<file path="src/rtl/microsequencer_param.sv">
// Parametrised microprogrammed sequencer with a writable microstore,
// a registered control word, a micro-call stack and N-way condition select.
// Every micro-step registers the next micro-address together with the
// microword stored there, so ctrl is valid in the same cycle a state is entered.
module microsequencer_param #(
    parameter int STATE_W     = 5,
    parameter int CTRL_W      = 28,
    parameter int NCOND       = 4,
    parameter int STACK_DEPTH = 2,
    parameter int RESET_STATE = 0,
    localparam int CSW = ($clog2(NCOND) > 1) ? $clog2(NCOND) : 1,
    localparam int UW  = CTRL_W + 3 + 1 + CSW + STATE_W,
    localparam int LW  = $clog2(STACK_DEPTH + 1)
) (
    input  logic               clk,
    input  logic               clr,
    input  logic               run,
    input  logic [NCOND-1:0]   cond_in,
    input  logic [STATE_W-1:0] dispatch_addr,
    input  logic               uc_we,
    input  logic [STATE_W-1:0] uc_addr,
    input  logic [UW-1:0]      uc_data,
    output logic [STATE_W-1:0] present_state,
    output logic [CTRL_W-1:0]  ctrl,
    output logic               err,
    output logic [LW-1:0]      stack_level
);

    localparam int IW = (STACK_DEPTH > 1) ? $clog2(STACK_DEPTH) : 1;
    localparam logic [STATE_W-1:0] RESET_ADDR = STATE_W'(RESET_STATE);

    localparam logic [2:0] OP_CONT     = 3'd0;
    localparam logic [2:0] OP_JUMP     = 3'd1;
    localparam logic [2:0] OP_DISPATCH = 3'd2;
    localparam logic [2:0] OP_CJUMP    = 3'd3;
    localparam logic [2:0] OP_CWAIT    = 3'd4;
    localparam logic [2:0] OP_CALL     = 3'd5;
    localparam logic [2:0] OP_RET      = 3'd6;
    localparam logic [2:0] OP_RESTART  = 3'd7;

    // Selected condition input (out-of-range selects read as 0), then optional inversion.
    function automatic logic cond_eval(input logic [NCOND-1:0] cin,
                                       input logic [CSW-1:0]   sel,
                                       input logic             inv_b);
        logic raw;
        raw = 1'b0;
        for (int i = 0; i < NCOND; i++) begin
            raw = raw | (cin[i] & (sel == CSW'(i)));
        end
        return raw ^ inv_b;
    endfunction

    logic [UW-1:0]      ustore_r [2**STATE_W];
    logic [STATE_W-1:0] stack_r  [STACK_DEPTH];
    logic [STATE_W-1:0] state_r;
    logic [UW-1:0]      word_r;
    logic               err_r;
    logic [LW-1:0]      level_r;

    logic [2:0]         op_s;
    logic               inv_s;
    logic [CSW-1:0]     csel_s;
    logic [STATE_W-1:0] cr_s;
    logic               c_s;
    logic [STATE_W-1:0] inc_s;
    logic [STATE_W-1:0] nxt_s;
    logic               push_s;
    logic               pop_s;
    logic               clear_s;
    logic               fault_s;
    logic [IW-1:0]      push_idx_s;
    logic [IW-1:0]      top_idx_s;

    assign cr_s       = word_r[STATE_W-1:0];
    assign csel_s     = word_r[STATE_W +: CSW];
    assign inv_s      = word_r[STATE_W + CSW];
    assign op_s       = word_r[STATE_W + CSW + 1 +: 3];
    assign c_s        = cond_eval(cond_in, csel_s, inv_s);
    assign inc_s      = state_r + STATE_W'(1);
    assign push_idx_s = IW'(level_r);
    assign top_idx_s  = IW'(level_r - LW'(1));

    // Next micro-address and stack action selected by the current op.
    always_comb begin
        nxt_s   = inc_s;
        push_s  = 1'b0;
        pop_s   = 1'b0;
        clear_s = 1'b0;
        fault_s = 1'b0;
        case (op_s)
            OP_CONT:     nxt_s = inc_s;
            OP_JUMP:     nxt_s = cr_s;
            OP_DISPATCH: nxt_s = dispatch_addr;
            OP_CJUMP:    nxt_s = c_s ? cr_s : inc_s;
            OP_CWAIT:    nxt_s = c_s ? inc_s : state_r;
            OP_CALL: begin
                if (level_r == LW'(STACK_DEPTH)) begin
                    fault_s = 1'b1;
                end else begin
                    push_s = 1'b1;
                    nxt_s  = cr_s;
                end
            end
            OP_RET: begin
                if (level_r == {LW{1'b0}}) begin
                    fault_s = 1'b1;
                end else begin
                    pop_s = 1'b1;
                    nxt_s = stack_r[top_idx_s];
                end
            end
            OP_RESTART: begin
                nxt_s   = RESET_ADDR;
                clear_s = 1'b1;
            end
            default:     nxt_s = inc_s;
        endcase
    end

    // Microstore write port; only usable while the sequencer is stopped, never reset.
    always_ff @(posedge clk) begin
        if (!run && uc_we) begin
            ustore_r[uc_addr] <= uc_data;
        end
    end

    // Sequencer state, control word, stack and sticky fault; a fault freezes everything.
    always_ff @(posedge clk or negedge clr) begin
        if (!clr) begin
            state_r <= RESET_ADDR;
            word_r  <= {UW{1'b0}};
            err_r   <= 1'b0;
            level_r <= {LW{1'b0}};
            for (int i = 0; i < STACK_DEPTH; i++) begin
                stack_r[i] <= {STATE_W{1'b0}};
            end
        end else if (run && !err_r) begin
            if (fault_s) begin
                err_r <= 1'b1;
            end else begin
                state_r <= nxt_s;
                word_r  <= ustore_r[nxt_s];
                if (push_s) begin
                    stack_r[push_idx_s] <= inc_s;
                    level_r             <= level_r + LW'(1);
                end else if (pop_s) begin
                    level_r <= level_r - LW'(1);
                end else if (clear_s) begin
                    level_r <= {LW{1'b0}};
                end
            end
        end
    end

    assign present_state = state_r;
    assign ctrl          = word_r[UW-1 -: CTRL_W];
    assign err           = err_r;
    assign stack_level   = level_r;

endmodule

</file>
<file path="config.mk">
export PLATFORM = sky130hd
export DESIGN_NAME = microsequencer_param
export DESIGN_NICKNAME = d
export VERILOG_FILES = /design/src/rtl/microsequencer_param.sv
export SDC_FILE = /design/constraint.sdc
export NUM_CORES = 2
export LEC_CHECK = 0
export ABC_AREA = 1
export BUFFER_PORTS_ARGS = -buffer_cell sky130_fd_sc_hd__buf_2
export CORE_MARGIN = 2
export CORE_UTILIZATION = 52
export DETAILED_ROUTE_END_ITERATION = 12
export PLACE_DENSITY = 0.71
export REMOVE_ABC_BUFFERS = 1
export SLEW_MARGIN = 15
export SYNTH_ARGS = -nofsm -noshare
export SYNTH_HDL_FRONTEND = slang
export SYNTH_SLANG_ARGS = --single-unit
</file>
<file path="constraint.sdc">
create_clock -name clk -period 2.51 [get_ports clk]
set_input_delay 0.251 -clock clk [delete_from_list [all_inputs] [get_ports clk]]
set_output_delay 0.251 -clock clk [all_outputs]
set_load 0.005 [all_outputs]
</file>
Word level (Yosys, flattened, before mapping)
Memory sizes are Yosys's and may differ from the RTL's. A register that Yosys moved wholly into a read port is not among the register bits.
Cells that the tools add are included.

word-level totals
  bits in registers = 18
  latch bits = 0
  RAM bits = 1,248
  bits in read-only memories = 0
  bits of input ports = 57
  output and inout bits = 36
  memories = 1

operators by class
  add/sub/neg operators = 3
  multiply operators = 0
  div/mod/pow operators = 0
  $lt $le $gt $ge = 3
  equal/unequal tests = 11
  shift-type cells = 0
  multiplexer cells = 24
  bitwise operators = 11
  reductions and logical operators = 14

memories
  name      words  bits a word  rd ports  clocked after Yosys merged registers in  wr ports  line  source
  ustore_r  32     39           1         1                                        1         53    logic [UW-1:0] ustore_r [2**STATE_W];

operators by type and width
  cell                                            number
  two-way mux 5 bit                               8
  case mux 5 bit (8 select lines)                 1
  == test 3 bit (second input constant)           4
  bitwise mux 10 bit                              1
  two-way mux 1 bit                               9
  == test 2 bit (second input constant)           3
  == test 3 x 2 -> 1 bit (second input constant)  2
  two-way mux 2 bit                               3
  AND reduction 3 bit                             2
  adder 5 x 1 -> 5 bit (second input constant)    1
  demux 5 bit (select 1 bit)                      1
  bitwise AND 1 bit                               4
  >= comparator 2 bit (second input constant)     2
  logical NOT 2 bit                               2
  inverter 1 -> 2 bit                             2
  AND reduction 2 bit                             2
  == test 3 x 1 -> 1 bit (second input constant)  1
  logical AND 1 bit                               3
  logical NOT 1 bit                               3
  logical NOT 3 bit                               1
  OR 1 bit                                        3
  nonzero test 3 bit                              1
  adder 2 x 1 -> 2 bit (second input constant)    1
  == test 2 x 1 -> 1 bit (second input constant)  1
  other kinds (5)                                 5

Logic depth before layout (Yosys ltp)
  depth in word-level cells = 8
  mapped depth = 22
  gate-level depth less buffers = 19

Worst setup path before layout
No wires, ideal clock.

  path kind = input -> register
  start point = input port uc_we
  end point = memory ustore_r[0][0] in the netlist's numbering (enable)
  setup time = 435 ps
  data arrival time = 2,353 ps
  data required time = 2,075 ps
  path slack = -278 ps
  stages = 4
  buffers on the path = 0
  cell sequence = inv_1 nor2_1 nand3_1 nor2_1

between the ends
  cells in the longest elaborated chain, start to end = 3

ends and longest elaborated chain
  element                                  line  source
  start: declaration                       20    input logic uc_we,
  logical AND 1 bit                        122   if (!run && uc_we) begin
  two-way mux 1 bit                        122
  two-way mux 1 bit (implied by the code)  123   ustore_r[uc_addr] <= uc_data;
  end: declaration                         53

No other way between the ends.

Final worst setup path
  start point = register word_r[5] (read register of ustore_r)
  end point = register word_r[24] (read register of ustore_r)

between the ends
  cells in the longest elaborated chain, start to end = 8

ends and longest elaborated chain
  element                                                      line    source
  start: declaration                                           56      logic [UW-1:0] word_r;
  == test 2 x 1 -> 1 bit or logical NOT 2 bit (tied branches)  48      raw = raw | (cin[i] & (sel == CSW'(i)));
  bitwise AND 1 bit                                            48
  OR 1 bit (2 in series)                                       48
  OR 1 bit *                                                   48
  bitwise XOR 1 bit *                                          50      return raw ^ inv_b;
  two-way mux 5 bit, on equally long branches                  95, 94
  case mux 5 bit (8 select lines) *                            90      case (op_s)

Mark *: on every way between the ends. The rest lies on a longest branch, timed or not.
A chain may end at the register's enable or synchronous reset.

==> flow_summary.toml <==
[outcome]
outcome = "complete, but fails checks"
failed_checks = "setup timing"

[placement]
place_area_um2 = 61700
place_ws_ns = -0.408
dp.cells = 6729
routabilityCongestion = 0.827
numPortBuffers = 92
hpwl_mm = 89.4

[critical_path]
crit_top_cell = "nand3_1"
worstSetupPathType = "reg -> reg"
path_max_fanout = 9
cp.arrival_ns = 3.40
slowest_stage = "dfrtp_2"
worst-path-stages = 22
critPathMaxStageDelay_ns = 0.46
crit_chain = "inv_2, nand2_2, nand3_4, nand2_4, nand2_4, nand2_4, nand2_1, nand2_2, nor2_4, nor2_2, nor2_4, buf_4, buf_8, buf_12, buf_12, clkbuf_16, nand3_1, nand3_1, nand3_1, nand2_1, nand2_1, nand3_1"
start_kind = "flip-flop"
cp_top_family = "simple AND/OR/NAND/NOR gates"
crit_path_end_kind = "flip-flop"
critical_path_required_ns = 3.17
reg2regPathDepth = 22
crit_buf_inv = 6

[sta]
slew_headroom = 0.580
setup_viol = 39
fin_crit_ns = 2.74
setup_tns_ns = -6.51
slew_viol_final = 0
worst_pin_slew_ns = 0.630
final.setup_skew_ns = 0.0225
rsz0062_at_grt = "yes"
hold_ws_ns = 0.0364
setup_slack_ns = -0.231
period_share = 1.09
fmax_mhz = 365
finalHoldViolCount = 0

[layout]
finalNetCount = 5630
n_fill_cell = 7820
finalCoreUtilization = 0.633
stdcell_area_um2 = 68900
drive_above_1_share = 0.145
finalNonFillerCells = 7095
area_growth_pct = 21.1

[grt]
grt_pass1_wl_mm = 251
grt_pass1_vias = 39300
overflow = 0
track_usage = 0.302
grt_max_degree = 65
antenna_found_initial = 7

[die]
io_pins = 93
die_h_um = 335
std_cell_rows = 121
fp.dieW_um = 335
start_util = 0.523
die_area_um2 = 112000
coreArea_um2 = 109000

[power_and_ir_drop]
peakVddDrop_mv = 1.03
combPwrFrac = 0.577
p_leak_nw = 28.0
seqPwrFrac = 0.236
p_clk_frac = 0.187
p_total_mw = 106
swShare = 0.414
intPower_mw = 62.0
p_sw_mw = 43.8
pwr_density_cell_nw_per_um2 = 1540

[detailed_routing]
via_per_inst = 5.93
drt_iter0_markers = 6569
ant_nets = 0
wl_per_cell_um = 24.4
firstDrtPassIters = 6
drt_drc_violations_left = 0
routed_wirelength_mm = 173
via_count = 42100

[logic_synthesis]
synthTopCellsByCount = "1352 x nand2_1, 1351 x nand3_1, 1248 x edfxtp_1"
synthesis.area_um2 = 56800
ys_warn_count = 0
ys_seq_elements = 1305
yosysMostFrequentCell = "nand2_1"
synthArstFlopShare = 0.0437
netlist_instances = 5280
ys.flop_type = "edfxtp_1"
synth_edf_count = 1248
ys_seq_area_frac = 0.684
synth.distinct_cells = 33
syn_avg_cell_area_um2 = 10.8
synth_area_leader_cell = "edfxtp_1"
synth_top_area_share = 0.659
synth.area.top_cells = "edfxtp_1 66%, nand3_1 12%, nand2_1 8.9%, inv_1 4.0%, nand3b_1 2.6%"

[cts]
clk_latency_ns = 0.74
cts_made_buffers = 132
cts_tree = "built"
clk_pin_slew_ns = 0.06
clk_path_buf_depth = 3
ctsRootBufferMaster = "clkbuf_16"
cts_sinks = 1305
htreeDepth = 4

[worst_hold_path]
hold_path.class = "in -> reg"
worst_hold_path.num_cells = 1

[job]
drv_cap = 0
[cell type report]
cell class	count	area, µm²	share of cell area
flip-flops and latches	1305	38900	0.565
multi-input cells	2989	14500	0.210
repair buffers	523	7020	0.102
clock buffers	193	3780	0.0549
inverters	619	2360	0.0343
well taps	1414	1770	0.0257
clock inverters	44	514	0.00747
diodes	8	20.0	0.000291
[worst register-to-register path: stages (launching register included)]
cell       delay (ns)
dfrtp_2          0.46
inv_2            0.09
nand2_2          0.06
nand3_4          0.13
nand2_4          0.08
nand2_4          0.09
nand2_4          0.07
nand2_1          0.07
nand2_2          0.07
nor2_4           0.13
nor2_2           0.06
nor2_4           0.16
buf_4            0.14
buf_8            0.12
buf_12           0.15
buf_12           0.17
clkbuf_16        0.18
nand3_1          0.09
nand3_1          0.08
nand3_1          0.06
nand2_1          0.07
nand2_1          0.06
nand3_1          0.10
[cell usage in the layout, fill, tap and decap left out, types with 18 or more instances in the layout]
| cell | n |
|---|---|
| nand2_1 | 1316 |
| dfrtp_1 | 54 |
| buf_4 | 160 |
| dlygate4sd3_1 | 30 |
| edfxtp_1 | 1248 |
| o21ai_0 | 18 |
| buf_2 | 91 |
| nand2_2 | 29 |
| clkbuf_1 | 42 |
| buf_12 | 145 |
| nand3_1 | 1306 |
| nand3b_1 | 195 |
| nand3_2 | 43 |
| buf_16 | 35 |
| inv_1 | 608 |
| buf_6 | 20 |
| clkbuf_16 | 159 |
| nor2_4 | 36 |
[metal layers]
layer	GRT usage	up-vias	wire, µm
li1	-	18500	-
met2	0.464	2919	77900
met3	0.0639	543	22700
met1	0.416	20100	64300
met4	0.135	4	8310
met5	0.00217	-	25
[repair_timing]
item | CTS | global route
pin swaps | 18 | 33
hold endpoints to repair | 709 | 0
hold buffers | 30 | 0
cloned | 25 | 23
gates resized for setup | 119 | 90
buffers inserted | 33 | 10
setup endpoints to repair | 39 | 39
[worst paths after layout]
path                                         end  slack [ns]   startpoint
min in group asynchronous             word_r[38]        0.10          clr
max in group asynchronous             word_r[17]        1.65          clr
worst max register to register        word_r[24]       -0.23    word_r[5]
worst min register to register        stack_r[7]        0.48   stack_r[7]
worst min-delay path            ustore_r[28][20]        0.04  uc_data[20]
worst max-delay path                  word_r[24]       -0.23    word_r[5]
[sequential cells by signal, indices dropped and copies added, names as in the netlist]
register       count
stack_r           10
ustore_r        1248
stack_level        2
word_r            39
present_state      5
err                1
[kinds of logic after synthesis]
kind of cell | synth area share
compound gates | 0.00330
xor+xnor | 0.000462
fa+ha+maj | 0.000660
buf+inv | 0.0733
flops | 0.684
simple gates | 0.238
[power groups by stage]
stage | logic (mW) | registers, mW | clock network [mW]
2_1_floorplan | 16.1 | 25.2 | 0
6_report | 61.0 | 25.0 | 19.7
3_3_place_gp | 47.8 | 25.4 | 0
3_5_place_dp | 48.6 | 25.4 | 0
5_1_grt | 65.2 | 25.0 | 20.6
4_1_cts | 55.8 | 25.0 | 19.8
Note: power is estimated with default switching activity, not from simulation.
